<file path="config.mk">
export PLATFORM = sky130hd
export DESIGN_NAME = fetch_stage_flat
export DESIGN_NICKNAME = d
export VERILOG_FILES = /design/src/rtl/fetch_stage_if.sv /design/src/rtl/fetch_stage.sv /design/src/flat_wrapper.sv
export SDC_FILE = /design/constraint.sdc
export NUM_CORES = 1
export LEC_CHECK = 0
export ABC_AREA = 1
export CORE_MARGIN = 5
export CORE_UTILIZATION = 30
export DETAILED_ROUTE_END_ITERATION = 8
export SLEW_MARGIN = 20
export SYNTH_ARGS = -nofsm -noshare
export SYNTH_HDL_FRONTEND = slang
export SYNTH_SLANG_ARGS = --single-unit
</file>
<file path="constraint.sdc">
create_clock -name clk -period 6.9 [get_ports clk]
set_input_delay 1.725 -clock clk [delete_from_list [all_inputs] [get_ports clk]]
set_output_delay 1.725 -clock clk [all_outputs]
set_load 0.01 [all_outputs]
</file>
<file path="src/rtl/fetch_stage_if.sv">
// fetch_stage_if: bundles the fetch-stage run-control, redirect, instruction
// memory and IF/ID signals into one port.
//   master : the fetch stage (drives imem_en/imem_addr and the IF/ID outputs)
//   slave  : the surrounding pipeline / memory (drives tr, stall, redirect,
//            imem_rdata)
interface fetch_stage_if #(
  parameter int XLEN = 32
);
  logic            tr;
  logic            stall;
  logic            redirect_valid;
  logic [XLEN-1:0] redirect_target;
  logic            imem_en;
  logic [XLEN-1:0] imem_addr;
  logic [XLEN-1:0] imem_rdata;
  logic            id_valid;
  logic [XLEN-1:0] id_instr;
  logic [XLEN-1:0] id_pc;
  logic [31:0]     fetch_count;

  modport master (
    input  tr, stall, redirect_valid, redirect_target, imem_rdata,
    output imem_en, imem_addr, id_valid, id_instr, id_pc, fetch_count
  );

  modport slave (
    output tr, stall, redirect_valid, redirect_target, imem_rdata,
    input  imem_en, imem_addr, id_valid, id_instr, id_pc, fetch_count
  );
endinterface

</file>
<file path="src/rtl/fetch_stage.sv">
// fetch_stage: instruction-fetch front end of a 5-stage RISC-V pipeline.
// Owns the PC, issues reads to a synchronous instruction memory with one
// cycle of read latency, and holds the IF/ID pipeline register.
// Ports:
//   clk             - system clock, rising edge
//   reset           - synchronous, active-high
//   initial_address - PC value loaded on reset
//   bus (master)    - tr / stall / redirect inputs, imem read port,
//                     IF/ID outputs (id_valid, id_instr, id_pc) and
//                     fetch_count (instructions delivered to ID)
module fetch_stage #(
  parameter int              XLEN      = 32,
  parameter logic [XLEN-1:0] NOP_INSTR = 32'h0000_0013
) (
  input  logic            clk,
  input  logic            reset,
  input  logic [XLEN-1:0] initial_address,
  fetch_stage_if.master   bus
);

  typedef enum logic [1:0] {
    IDLE  = 2'd0,
    RUN   = 2'd1,
    DRAIN = 2'd2
  } state_t;

  state_t          state_r;
  logic [XLEN-1:0] pc_r;
  logic [XLEN-1:0] req_pc_r;
  logic            pending_r;
  logic            id_valid_r;
  logic [XLEN-1:0] id_instr_r;
  logic [XLEN-1:0] id_pc_r;
  logic [31:0]     fetch_count_r;

  logic            issue_s;
  logic            deliver_s;
  logic [XLEN-1:0] redirect_pc_s;

  // Issue / deliver qualifiers; a redirect blocks both so the in-flight
  // read is dropped and no read goes out to the now-wrong PC.
  always_comb begin
    issue_s       = 1'b0;
    deliver_s     = 1'b0;
    redirect_pc_s = {XLEN{1'b0}};
    issue_s       = (state_r == RUN) & bus.tr & ~bus.stall & ~bus.redirect_valid;
    deliver_s     = pending_r & ~bus.stall & ~bus.redirect_valid;
    redirect_pc_s = bus.redirect_target & ~{{(XLEN-2){1'b0}}, 2'b11};
  end

  // Run-control FSM together with PC, in-flight tracking and IF/ID register.
  always_ff @(posedge clk) begin
    if (reset) begin
      state_r       <= IDLE;
      pc_r          <= initial_address;
      req_pc_r      <= {XLEN{1'b0}};
      pending_r     <= 1'b0;
      id_valid_r    <= 1'b0;
      id_instr_r    <= NOP_INSTR;
      id_pc_r       <= {XLEN{1'b0}};
      fetch_count_r <= 32'd0;
    end else begin
      // DRAIN waits for the last in-flight read to reach ID before idling.
      case (state_r)
        IDLE: begin
          if (bus.tr) state_r <= RUN;
          else        state_r <= IDLE;
        end
        RUN: begin
          if (!bus.tr) state_r <= DRAIN;
          else         state_r <= RUN;
        end
        DRAIN: begin
          if (bus.tr)          state_r <= RUN;
          else if (!pending_r) state_r <= IDLE;
          else                 state_r <= DRAIN;
        end
        default: state_r <= IDLE;
      endcase

      // PC and in-flight bookkeeping. Issue and delivery can coincide, in
      // which case pending simply stays set for the newly issued read.
      if (bus.redirect_valid) begin
        pc_r      <= redirect_pc_s;
        pending_r <= 1'b0;
      end else if (issue_s) begin
        pc_r      <= pc_r + {{(XLEN-3){1'b0}}, 3'd4};
        req_pc_r  <= pc_r;
        pending_r <= 1'b1;
      end else if (deliver_s) begin
        pending_r <= 1'b0;
      end else begin
        pending_r <= pending_r;
      end

      // IF/ID register. While stalled the memory keeps the in-flight word on
      // imem_rdata, so it is picked up on the first edge after the stall.
      // A redirect in IDLE only moves the PC and leaves IF/ID untouched.
      if (bus.redirect_valid) begin
        if (state_r != IDLE) begin
          id_valid_r <= 1'b0;
          id_instr_r <= NOP_INSTR;
        end else begin
          id_valid_r <= id_valid_r;
        end
      end else if (bus.stall) begin
        id_valid_r <= id_valid_r;
      end else if (pending_r) begin
        id_valid_r    <= 1'b1;
        id_instr_r    <= bus.imem_rdata;
        id_pc_r       <= req_pc_r;
        fetch_count_r <= fetch_count_r + 32'd1;
      end else begin
        id_valid_r <= 1'b0;
        id_instr_r <= NOP_INSTR;
      end
    end
  end

  assign bus.imem_en     = issue_s;
  assign bus.imem_addr   = pc_r;
  assign bus.id_valid    = id_valid_r;
  assign bus.id_instr    = id_instr_r;
  assign bus.id_pc       = id_pc_r;
  assign bus.fetch_count = fetch_count_r;

endmodule

</file>
<file path="src/flat_wrapper.sv">
// flat-port wrapper written by rule: the top's interface ports become plain ports
module fetch_stage_flat 
#(
  parameter int              XLEN      = 32,
  parameter logic [XLEN-1:0] NOP_INSTR = 32'h0000_0013
)
  (clk, reset, initial_address, bus_tr, bus_stall, bus_redirect_valid, bus_redirect_target, bus_imem_rdata, bus_imem_en, bus_imem_addr, bus_id_valid, bus_id_instr, bus_id_pc, bus_fetch_count);
  fetch_stage_if #(.XLEN(XLEN)) bus_i ();
  input  logic clk;
  input  logic reset;
  input  logic [XLEN-1:0] initial_address;
  input wire logic [$bits(bus_i.tr)-1:0] bus_tr;
  input wire logic [$bits(bus_i.stall)-1:0] bus_stall;
  input wire logic [$bits(bus_i.redirect_valid)-1:0] bus_redirect_valid;
  input wire logic [$bits(bus_i.redirect_target)-1:0] bus_redirect_target;
  input wire logic [$bits(bus_i.imem_rdata)-1:0] bus_imem_rdata;
  output wire logic [$bits(bus_i.imem_en)-1:0] bus_imem_en;
  output wire logic [$bits(bus_i.imem_addr)-1:0] bus_imem_addr;
  output wire logic [$bits(bus_i.id_valid)-1:0] bus_id_valid;
  output wire logic [$bits(bus_i.id_instr)-1:0] bus_id_instr;
  output wire logic [$bits(bus_i.id_pc)-1:0] bus_id_pc;
  output wire logic [$bits(bus_i.fetch_count)-1:0] bus_fetch_count;
  assign bus_i.tr = bus_tr;
  assign bus_i.stall = bus_stall;
  assign bus_i.redirect_valid = bus_redirect_valid;
  assign bus_i.redirect_target = bus_redirect_target;
  assign bus_i.imem_rdata = bus_imem_rdata;
  assign bus_imem_en = bus_i.imem_en;
  assign bus_imem_addr = bus_i.imem_addr;
  assign bus_id_valid = bus_i.id_valid;
  assign bus_id_instr = bus_i.id_instr;
  assign bus_id_pc = bus_i.id_pc;
  assign bus_fetch_count = bus_i.fetch_count;
  fetch_stage #(.XLEN(XLEN), .NOP_INSTR(NOP_INSTR)) u_core (.clk(clk), .reset(reset), .initial_address(initial_address), .bus(bus_i));
endmodule
</file>
# Word-level counts from Yosys, hierarchy flattened
# Cells that the tools add are included.
# Widths: inputs -> output; s select.
# totals
register_bits	164
inputBits	101
output_inout_bits	130
word_cells	47
# op_classes
add_sub_neg	2
n_eq_ne	4
mux	18
n_bitwise	7
n_reduce_logical	8
# ops
cell	count
$mux 32	7
$add 32x1->32 const B	1
$add 32x3->32 const B	1
$mux 1	7
$mux 2	3
$pmux 2 s3	1
$and 1x1->1	5
$ne 2x1->1 const B	2
$reduce_and 2->1	2
$reduce_bool 2->1	2
$reduce_and 3->1	1
$reduce_bool 3->1	1
$eq 2x1->1 const B	1
$eq 2x2->1 const B	1
$logic_not 2->1	1
$not 1->1	2
$reduce_or 2->1	1

# Depth between registers and ports, before layout
# logic_depth
depth_word	7
depth_mapped	11
mapped_depth_nobuf	10

# Worst setup path before layout
# OpenSTA, ideal clock, no wires.
# synth_path
path_kind	input-to-output
start	input bus_redirect_valid
end	output bus_imem_en
arrival_time_ns	2.502
required_ns	5.175
path_slack_ns	2.673
stages	6
n_path_buf	3
cell_sequence	buf_6 -> nor2_8 -> nand3_1 -> inv_1 -> buf_2 -> buf_2
# synth_between
elab_chain_cells	2
# synth_rtl
item	line	rtl
from (decl)	flat_wrapper.sv:14	input wire logic [$bits(bus_i.redirect_valid)-1:0] bus_redirect_valid;
$not 1->1 (no line)	-	
$and 1x1->1	fetch_stage.sv:46	issue_s = (state_r == RUN) & bus.tr & ~bus.stall & ~bus.redirect_valid;
to (decl)	flat_wrapper.sv:17	output wire logic [$bits(bus_i.imem_en)-1:0] bus_imem_en;
# Every way passes these cells.

# Worst setup path in the final report
# Ends and elaborated chain as after synthesis.

==> flow_metrics.tcl <==
set metrics [dict create \
    critPathKind "input port to output pin" \
    path_max_fanout 20 \
    relSlewSlack_pct 33.26 \
    outcome "finished clean" \
    p_seq_share_pct 47.0 \
    h-tree-depth 4 \
    power_switching_uw 573.3 \
    worst-r2r-setup-slack_ns 4.73 \
    clkSlewWorstSetupHoldPaths_ns 0.07 \
    wl_mm 23.63 \
    path_buf_inv 4 \
    synth_area_leaders "dfxtp_1 35%, nand2_1 13%, edfxtp_1 13%" \
    synth_cells 1074 \
    syn_area_per_cell_sq_um 7.065 \
    synth_cell_types 32 \
    drc 0 \
    synth-seq-cells 164 \
    synthDominantCellAreaShare_pct 34.83 \
    fin_skew_ns 0.01271 \
    initial_core_util_pct 30.30 \
    cts_max_path_buffers 2 \
    rsz0062_at_grt "false" \
    grt_pass1_wl_mm 37.18 \
    antenna_found_initial 1 \
    grt_max_degree 86 \
    synthToLayoutAreaGrowth_pct 40.88 \
    postSynthNetCount 1177 \
    port_buffers 228 \
    num_vias 7371 \
    die_x_microns 169.0 \
    crit_top_cell "clkdlybuf4s50_1" \
    worst_pin_slew_ns 1.000 \
    power_uw 2209 \
    finalCriticalPeriod_ns 5.683 \
    final-setup-viol-count 0 \
    gr-total-overflow 0 \
    power.share.clock_pct 42.1 \
    post_cts_buffers 0 \
    switching_share_pct 25.96 \
    cap_violations 0 \
    slowest_stage "clkdlybuf4s50_1" \
    rows 58 \
    p_per_area_nw_per_um2 206.6 \
    intPower_uw 1635 \
    cp-start-kind "input port" \
    dr.pass1.iters 5 \
    seq_area_frac_synth_pct 47.49 \
    num-fill-cells 2620 \
    hp-class "flip-flop to flip-flop" \
    layout.nets 1382 \
    crit_path_cell_trace "clkdlybuf4s50_1, nor2_8, nand3_1, buf_4, inv_1, clkdlybuf4s50_1" \
    mappedNetlistArea_sq_um 7587 \
    clkLatencyLatePin_ns 0.42 \
    dieArea_sq_um 28570 \
    yosys_warnings 0 \
    endpoint_kind "output pin" \
    finalHoldViolations 0 \
    core_area_sq_um 25040 \
    cts-resized-gates 0 \
    antenna_cells 0 \
    register_area_sq_um 3603 \
    drtIter0Drc 540 \
    gp_routability_congestion 0.8401 \
    dp_hpwl_mm 17.33 \
    cp.arrival_ns 3.96 \
    multi_input_area_sq_um 3518 \
    tns_ns 0 \
    grt_pass1_vias 6909 \
    yosysTopAreaCell "dfxtp_1" \
    root_buffer "clkbuf_16" \
    cts_tree "yes" \
    ant_nets 0 \
    io-pin-count 231 \
    crit_family "buffers and inverters" \
    ir_drop_v 0.0001716 \
    fin_crit_sh_pct 82.36 \
    leakagePower_uw 0.003953 \
    grt_usage_pct 16.19 \
    worstPathRequired_ns 5.18 \
    die_h_microns 169.0 \
    via_per_inst 4.544 \
    routedWlPerCell_microns 14.57 \
    cpPeakStageDelay_ns 0.93 \
    hold_buffers 0 \
    cts-buffers-inserted 17 \
    combPwrFrac_pct 10.9 \
    layout-drive-gt1-share_pct 4.799 \
    slew_violations 0 \
    clock-sinks 164 \
    fmax_mhz 176.0 \
]
-- flip-flops by register name, summed over array words and instances, names as in the netlist --
| register | count |
|---|---|
| u_core.bus.imem_addr | 32 |
| u_core.bus.fetch_count | 32 |
| u_core.pending_r | 1 |
| u_core.state_r | 2 |
| u_core.bus.id_pc | 32 |
| u_core.req_pc_r | 32 |
| u_core.bus.id_instr | 32 |
| u_core.bus.id_valid | 1 |
-- per-layer routing --
metal / vias up / part of all wire (%) / global-route usage (%)
li1: 3868 / - / -
met1: 3291 / 46 / 21.72
met2: 195 / 47 / 26.03
met3: 15 / 6.1 / 4.461
met4: 2 / 0.90 / 3.885
met5: - / 0.055 / 0
-- worst paths after layout --
| kind | from | depth (start not counted) | end |
|---|---|---|---|
| setup reg to reg | u_core.pending_r | 7 | u_core.bus.fetch_count[19] |
| hold / removal | u_core.bus.id_instr[29] | 2 | u_core.bus.id_instr[29] |
| setup / recovery | bus_redirect_valid | 6 | bus_imem_en |
| hold reg to reg | u_core.bus.id_instr[29] | 2 | u_core.bus.id_instr[29] |
-- power groups by stage --
stage | Clock [uW] | Combinational [uW] | Sequential (uW)
6_report | 930 | 241 | 1040
5_1_grt | 1000 | 266 | 1040
4_1_cts | 956 | 243 | 1040
3_5_place_dp | 0 | 242 | 1060
3_3_place_gp | 0 | 242 | 1060
2_1_floorplan | 0 | 103 | 1060
-- area by class of cell --
| type | count | share of cell area, % |
|---|---|---|
| clock buffers | 18 | 4.015 |
| multi-input cells | 794 | 32.92 |
| repair buffers | 234 | 21.73 |
| inverters | 68 | 2.411 |
| flip-flops and latches | 164 | 33.71 |
| well taps | 330 | 3.863 |
| clock inverters | 14 | 1.358 |
-- synthesized netlist by cell type, drive strengths merged --
cell type,n
nand4,9
clkbuf,25
o21a,1
edfxtp,32
xor2,5
ha,2
buf,23
nand3,66
o21ai,81
o22ai,3
inv,68
nor2,252
nand3b,1
nand2,266
dfxtp,132
and2,3
a21oi,92
o21bai,8
nor4,1
xnor2,4
-- cell families after synthesis --
| kind of cell | after synthesis | share of synthesized area (%) |
|---|---|---|
| adder cells (fa/ha/maj) | 2 | 0.3298 |
| flip-flops | 164 | 47.49 |
| XOR/XNOR | 9 | 1.039 |
| AO/OA/AOI/OAI | 185 | 12.55 |
| buffers and inverters | 116 | 6.201 |
| AND/OR/NAND/NOR | 598 | 32.39 |
-- per-stage QoR --
stage | cells | util (%) | hold WS (ns) | instance area, sq um | setup WS [ns]
floorplan | 1074 | - | 0.4495 | 7587 | 2.673
global placement | 1590 | 40.38 | 0.4475 | 10110 | 1.241
detailed placement | 1590 | 40.40 | 0.4529 | 10110 | 1.220
CTS | 1622 | 42.69 | 0.4647 | 10690 | 1.218
global route | 1622 | 42.69 | 0.4828 | 10690 | 1.117
finish | 1622 | 42.69 | 0.4642 | 10690 | 1.217
-- worst register-to-register path: cells and delay by family, from the launching register on --
family | cells | cell delay (ns)
flip-flops | 1 | 0.44
AND/OR/NAND/NOR | 7 | 1.63
-- layout by cell type (no fill, tap or decap), types with 4 or more instances in the layout --
cell,netlist,layout
nor2_1,236,236
o21bai_1,8,8
edfxtp_1,32,32
clkbuf_16,0,17
o21ai_0,78,78
nand4_1,9,9
buf_4,1,6
nand2_1,262,262
nand3_1,65,64
nor2_2,11,11
dfxtp_1,132,132
inv_1,67,66
xor2_1,5,5
a21oi_1,92,92
nor2_4,4,4
xnor2_1,4,4
clkdlybuf4s50_1,0,227
Power figures use the tool's default switching activity.
